$ cat config.mk
export PLATFORM = sky130hd
export DESIGN_NAME = mem_arb
export DESIGN_NICKNAME = d
export VERILOG_FILES = /design/src/rtl/mem_arb_defs.sv /design/src/rtl/mem_arb_pick.sv /design/src/rtl/mem_arb.sv
export SDC_FILE = /design/constraint.sdc
export NUM_CORES = 1
export LEC_CHECK = 0
export BUFFER_PORTS_ARGS = -buffer_cell sky130_fd_sc_hd__buf_2
export CAP_MARGIN = 20
export CORE_MARGIN = 1
export CORE_UTILIZATION = 52
export CTS_BUF_LIST = sky130_fd_sc_hd__clkbuf_16
export CTS_CLUSTER_DIAMETER = 60
export DETAILED_ROUTE_END_ITERATION = 10
export PLACE_DENSITY = 0.89
export SETUP_SLACK_MARGIN = 0.02
export SLEW_MARGIN = 20
export SYNTH_ARGS = -nofsm -noshare
export SYNTH_HDL_FRONTEND = slang
export SYNTH_HIERARCHICAL = 1
export SYNTH_SLANG_ARGS = --single-unit
$ cat constraint.sdc
create_clock -name clk -period 4.4 [get_ports clk]
set_clock_uncertainty 0.05 [all_clocks]
set_input_delay 0.88 -clock clk [delete_from_list [all_inputs] [get_ports clk]]
set_output_delay 0.88 -clock clk [all_outputs]
set_load 0.005 [all_outputs]
$ cat src/rtl/mem_arb_defs.sv
// rtl/mem_arb_defs.sv - shared FSM encodings, port IDs and latency default for mem_arb
package mem_arb_defs;

  // Arbiter FSM states
  typedef enum logic [1:0] {
    IDLE   = 2'd0,
    GNT_IF = 2'd1,
    GNT_DM = 2'd2
  } state_t;

  // Requester identities, also used for the last-grant record
  typedef enum logic {
    PORT_IF = 1'b0,
    PORT_DM = 1'b1
  } port_id_t;

  // Default unified-memory read latency in cycles (legal 1..15)
  localparam int MEM_LAT_DEFAULT = 2;

  // Width of the in-grant cycle counter; must hold the largest legal latency
  localparam int CNT_W = 4;

endpackage

$ cat src/rtl/mem_arb_pick.sv
// rtl/mem_arb_pick.sv - combinational winner selection for mem_arb (round-robin ties with MEM_ARB_RR_EN)
module arb_pick
  import mem_arb_defs::*;
(
  input  logic     req_if,
  input  logic     req_dm,
`ifdef MEM_ARB_RR_EN
  input  port_id_t last_grant,
`endif
  output port_id_t winner
);

  // A lone requester wins; a tie goes to dm, or to the port not served last when round-robin is on
  always_comb begin
    winner = PORT_DM;
    if (req_if && !req_dm) begin
      winner = PORT_IF;
    end
`ifdef MEM_ARB_RR_EN
    else if (req_if && req_dm) begin
      winner = (last_grant == PORT_DM) ? PORT_IF : PORT_DM;
    end
`endif
  end

endmodule

$ cat src/rtl/mem_arb.sv
// rtl/mem_arb.sv - fetch/data arbiter onto a single unified memory; define MEM_ARB_RR_EN for round-robin ties
module mem_arb
  import mem_arb_defs::*;
#(
  parameter int MEM_LAT = MEM_LAT_DEFAULT
) (
  input  logic        clk,
  input  logic        rst_n,
  input  logic        if_req,
  input  logic [15:0] if_addr,
  output logic [15:0] if_rdata,
  output logic        if_done,
  input  logic        dm_req,
  input  logic        dm_we,
  input  logic [15:0] dm_addr,
  input  logic [15:0] dm_wdata,
  output logic [15:0] dm_rdata,
  output logic        dm_done,
  output logic [15:0] mem_addr,
  output logic        mem_re,
  output logic        mem_we,
  output logic [15:0] mem_wdata,
  input  logic [15:0] mem_rdata,
  output logic        stall_if,
  output logic        stall_mem
);

  localparam logic [CNT_W-1:0] LAT = CNT_W'(MEM_LAT);

  state_t             state;
  logic [CNT_W-1:0]   cnt;
  logic               lat_we;
  logic               elig_if;
  logic               elig_dm;
  port_id_t           winner;
`ifdef MEM_ARB_RR_EN
  port_id_t           last_grant;
`endif

  // A port still showing its done pulse may not win again in that same cycle
  assign elig_if = if_req & ~if_done;
  assign elig_dm = dm_req & ~dm_done;

  // Stalls are held low during reset so that every output reads zero while rst_n is low
  assign stall_if  = rst_n & if_req & ~if_done;
  assign stall_mem = rst_n & dm_req & ~dm_done;

  arb_pick u_pick (
    .req_if     (elig_if),
    .req_dm     (elig_dm),
`ifdef MEM_ARB_RR_EN
    .last_grant (last_grant),
`endif
    .winner     (winner)
  );

  // Grant FSM: latch the winner's transaction, strobe the command once, wait MEM_LAT, then complete
  always_ff @(posedge clk or negedge rst_n) begin
    if (!rst_n) begin
      state     <= IDLE;
      cnt       <= '0;
      lat_we    <= 1'b0;
      mem_addr  <= '0;
      mem_wdata <= '0;
      mem_re    <= 1'b0;
      mem_we    <= 1'b0;
      if_rdata  <= '0;
      dm_rdata  <= '0;
      if_done   <= 1'b0;
      dm_done   <= 1'b0;
`ifdef MEM_ARB_RR_EN
      last_grant <= PORT_IF;
`endif
    end else begin
      if_done <= 1'b0;
      dm_done <= 1'b0;
      mem_re  <= 1'b0;
      mem_we  <= 1'b0;
      case (state)
        IDLE: begin
          if (elig_if || elig_dm) begin
            cnt <= '0;
`ifdef MEM_ARB_RR_EN
            last_grant <= winner;
`endif
            if (winner == PORT_DM) begin
              state     <= GNT_DM;
              mem_addr  <= dm_addr;
              mem_wdata <= dm_wdata;
              lat_we    <= dm_we;
              mem_we    <= dm_we;
              mem_re    <= ~dm_we;
            end else begin
              state     <= GNT_IF;
              mem_addr  <= if_addr;
              mem_wdata <= '0;
              lat_we    <= 1'b0;
              mem_re    <= 1'b1;
            end
          end
        end
        GNT_IF, GNT_DM: begin
          if (cnt == LAT) begin
            state     <= IDLE;
            cnt       <= '0;
            lat_we    <= 1'b0;
            mem_addr  <= '0;
            mem_wdata <= '0;
            if (state == GNT_IF) begin
              if_rdata <= mem_rdata;
              if_done  <= 1'b1;
            end else begin
              if (!lat_we) begin
                dm_rdata <= mem_rdata;
              end
              dm_done <= 1'b1;
            end
          end else begin
            cnt <= cnt + 1'b1;
          end
        end
        default: begin
          state <= IDLE;
          cnt   <= '0;
        end
      endcase
    end
  end

endmodule

==> results summary <==
The total track usage came out at 22.4%. TritonCTS built the clock tree. The count of routing violations after the opening detailed-route iteration came out at 147. The via count of the first global-routing pass is 2684. The number of flip-flops and latches in the synthesized netlist came out at 75. The worst hold-check slack is 0.424 ns.

0 antenna diodes ended up in the layout. Setup repair after global routing left no endpoint under its margin. The register-to-register setup slack is 1.57 ns. The combinational cell fraction of total power is 39.4%. The number of max-slew violations in the final report was 0. The leakage power of the design is 2.43 nW. The count of buffers added on input and output ports is 138. The finished layout holds 490 standard cells, fillers aside.

The net count reported at finish is 481. For this run the aggregate overflow at the end of global routing stands at 0. The share of total power in sequential cells came out at 35.4%. The number of detailed-routing iterations run before antenna repair is 4.

In this run switching power makes up 32.1% of total power. The final routed wire length divided by cell count came out at 14.7 µm. For this design the ratio of total power to cell area is 720 nW/µm². The post-CTS clock slew at the launch and capture registers of the worst setup and hold paths came out at 0.05 ns. The layout has 477 filler cells.

Synthesis produced a netlist whose cell count is 271. For the pin with the worst max-slew slack, the measured transition is 0.898 ns. The post-synthesis area per instance is 12.6 µm². The number of warnings printed during yosys synthesis is 6. The internal portion of the total power is 0.00219 W. The core area is 6350 µm².

The routed via count is 2510. The largest driver fanout on the critical path came out at 26. The number of setup buffers added after CTS is 0. The clock latency on the worst-skew pair is 0.32 ns. In this run the power spent charging and discharging nets is 0.00103 W. The worst setup path is launched from a flip-flop. The weighted congestion at the end of routability-driven global placement is 0.774.

The share of the clock period used by the worst path is 64.2%. The post-detailed-route count of antenna-violating nets is 0. In this run the worst setup path begins at state[0]$_DFFE_PN0P_. The die footprint is 6870 µm². The run finished with clean final reports. The source of the worst hold timing path is mem_addr[9]$_DFFE_PN0P_. The cell depth of the worst min-delay path is 1. The I/O pin total is 139. The residual DRC count came out at 0. The clock sink total came out at 75.

The per-cell via count in the routed design came out at 5.12. The worst register-to-register path has a depth of 6. For this run, the register share of the synthesized area comes to 55.1%. The worst setup path is of the reg2reg kind. The worst setup path is captured at a flip-flop. IR analysis of the VDD net gives a maximum drop of 461 µV. The number of H-tree branching levels is 3.

The global-route wire length before repair is 12300 µm. Subtracting the final worst setup slack from the clock period gives 2.83 ns. The clock network accounts for 25.2% of the total power. The pin count of the biggest net entering global routing is 47. The summed instance area of the synthesized netlist is 3400 µm². The routed wire length is 7200 µm.

After clock tree synthesis, the repair step resized 0 gates. The setup total negative slack came out at 0 ns. The final-report setup violation count came out at 0. In this run the critical register-to-register path is launched from state[0]$_DFFE_PN0P_. The number of antenna violations at the first check in global routing came out at 0. The endpoint identified for the worst register-to-register timing path is mem_addr[0]$_DFFE_PN0P_.

The normalized max-slew margin is 40.1%. The data required time at the worst endpoint is 4.56 ns. The path with the worst hold slack has its endpoint at mem_addr[9]$_DFFE_PN0P_.

The number of unique standard cell types used by synthesis came out at 33. The max-capacitance violation count is 0. The number of hold violations in the final report is 0. The HPWL after detailed placement is 5150 µm. The number of placed instances, taps included, is 474.

The row count is 29. Relative to the synthesized area, the layout overhead comes to 31.6%. The maximum operating frequency came out at 354 MHz. The die outline height came out at 82.9 µm. The min-delay analysis places its worst path in the category reg2reg. The floorplan die width is 82.9 µm. The CTS buffer count is 9. The post-synth net total came out at 344.

The data arrival time of the worst path came out at 2.98 ns. The fraction of layout cells with a size suffix above 1 came out at 47.5%. The root buffer cell chosen for the clock tree is sky130_fd_sc_hd__clkbuf_16. The effective utilization at floorplan is 53.6%. The maximum clock path buffer count came out at 2. The total of hold buffers inserted after clock tree synthesis is 0.
## power by group through the flow
| stage | Clock [W] | Combinational, W | Sequential (W) |
|---|---|---|---|
| floorplan | 0 | 0.000793 | 0.00116 |
| global placement | 0 | 0.00122 | 0.00113 |
| detailed placement | 0 | 0.00128 | 0.00114 |
| CTS | 0.000827 | 0.00129 | 0.00114 |
| global route | 0.000857 | 0.00139 | 0.00118 |
| finish | 0.000814 | 0.00127 | 0.00114 |
## state kept, by name, summed over array words and instances (netlist names)
signal / count
dm_rdata: 16
if_rdata: 16
mem_addr: 16
mem_wdata: 16
cnt: 4
state: 2
dm_done: 1
if_done: 1
lat_we: 1
mem_re: 1
mem_we: 1
## synth_stat cells, drive strengths merged
cell,number,area [µm²]
dfrtp,75,1880
ha,4,50.1
o311ai,1,8.76
and2,3,18.8
nor2,18,67.6
or3b,1,8.76
nand2,18,67.6
nand4bb,1,27.5
clkbuf,7,26.3
o22ai,1,6.26
o32ai,2,17.5
o211ai,1,7.51
nor2b,1,6.26
nor3,1,16.3
o21ai,3,15.0
nand4,3,18.8
mux2,48,574
mux2i,32,320
or2,3,18.8
nand3,2,10.0
a21oi,1,5.00
nand2b,4,25.0
buf,8,56.3
inv,28,105
a32oi,3,33.8
or3,1,6.26
o221ai,1,8.76
## layout make-up
cell class	count	area, µm²	area share [%]
Timing Repair Buffer	141	716	16.0
Clock inverter	7	108	2.40
Multi-Input combinational cell	153	1350	30.2
Inverter	28	105	2.35
Sequential cell	75	1880	41.9
Tap cell	77	96.3	2.15
Clock buffer	9	225	5.03
## metal layers
metal	vias up	wire [µm]	track usage, %	part of all wire (%)
li1	1189	-	-	-
met1	1211	3100	27.4	43
met2	99	3510	38.2	49
met3	11	471	5.47	6.5
met4	0	111	8.78	1.5
met5	-	0	0	0
## cell usage in the layout, fill, tap and decap left out, types with 2 or more instances in the layout
master | netlist | routed
sky130_fd_sc_hd__nand3_1 | 2 | 2
sky130_fd_sc_hd__ha_1 | 4 | 4
sky130_fd_sc_hd__bufinv_16 | 0 | 3
sky130_fd_sc_hd__and2_1 | 3 | 3
sky130_fd_sc_hd__o32ai_1 | 2 | 2
sky130_fd_sc_hd__a32oi_1 | 2 | 2
sky130_fd_sc_hd__nand2_1 | 18 | 18
sky130_fd_sc_hd__mux2_2 | 25 | 25
sky130_fd_sc_hd__dfrtp_1 | 75 | 75
sky130_fd_sc_hd__nor2_1 | 18 | 18
sky130_fd_sc_hd__nand4_1 | 3 | 3
sky130_fd_sc_hd__buf_2 | 3 | 137
sky130_fd_sc_hd__clkbuf_16 | 0 | 9
sky130_fd_sc_hd__mux2_4 | 9 | 9
sky130_fd_sc_hd__inv_1 | 28 | 29
sky130_fd_sc_hd__nand2b_1 | 4 | 3
sky130_fd_sc_hd__or2_2 | 2 | 2
sky130_fd_sc_hd__buf_4 | 4 | 4
sky130_fd_sc_hd__mux2_1 | 14 | 14
sky130_fd_sc_hd__clkinv_2 | 0 | 2
sky130_fd_sc_hd__mux2i_1 | 32 | 32
sky130_fd_sc_hd__o21ai_0 | 3 | 3
## critical path, cell delays in order (launching register included)
cell	delay, ns
sky130_fd_sc_hd__dfrtp_1	0.34
sky130_fd_sc_hd__inv_1	0.06
sky130_fd_sc_hd__ha_1	0.82
sky130_fd_sc_hd__nand4bb_4	0.23
sky130_fd_sc_hd__a32oi_4	0.37
sky130_fd_sc_hd__buf_4	0.44
sky130_fd_sc_hd__mux2_2	0.38
## worst max-delay path by stage
stage	endpoint	depth (start not counted)
2_1_floorplan	stall_if	4
3_3_place_gp	mem_addr[14]$_DFFE_PN0P_	7
3_5_place_dp	mem_addr[11]$_DFFE_PN0P_	7
4_1_cts	mem_addr[0]$_DFFE_PN0P_	6
5_1_grt	mem_addr[1]$_DFFE_PN0P_	6
6_report	mem_addr[0]$_DFFE_PN0P_	6
## stage by stage
stage / power (W) / worst slack [ns] / util, % / instance area (µm²)
after global routing: 0.00343 / 1.41 / 70.5 / 4480
after floorplan: 0.00195 / 2.06 / - / 3400
after detailed placement: 0.00243 / 1.32 / 65.3 / 4140
after global placement: 0.00235 / 1.39 / 65.3 / 4140
final: 0.00322 / 1.57 / 70.5 / 4480
after CTS: 0.00326 / 1.55 / 70.5 / 4480
## cell families after synthesis
| group | after synthesis | synth area share [%] |
|---|---|---|
| adder cells (fa/ha/maj) | 4 | 1.47 |
| AND/OR/NAND/NOR | 56 | 8.57 |
| multiplexers | 80 | 26.3 |
| AO/OA/AOI/OAI | 13 | 3.02 |
| flip-flops | 75 | 55.1 |
| buffers and inverters | 43 | 5.51 |
Note: power is estimated with default switching activity, not from simulation.
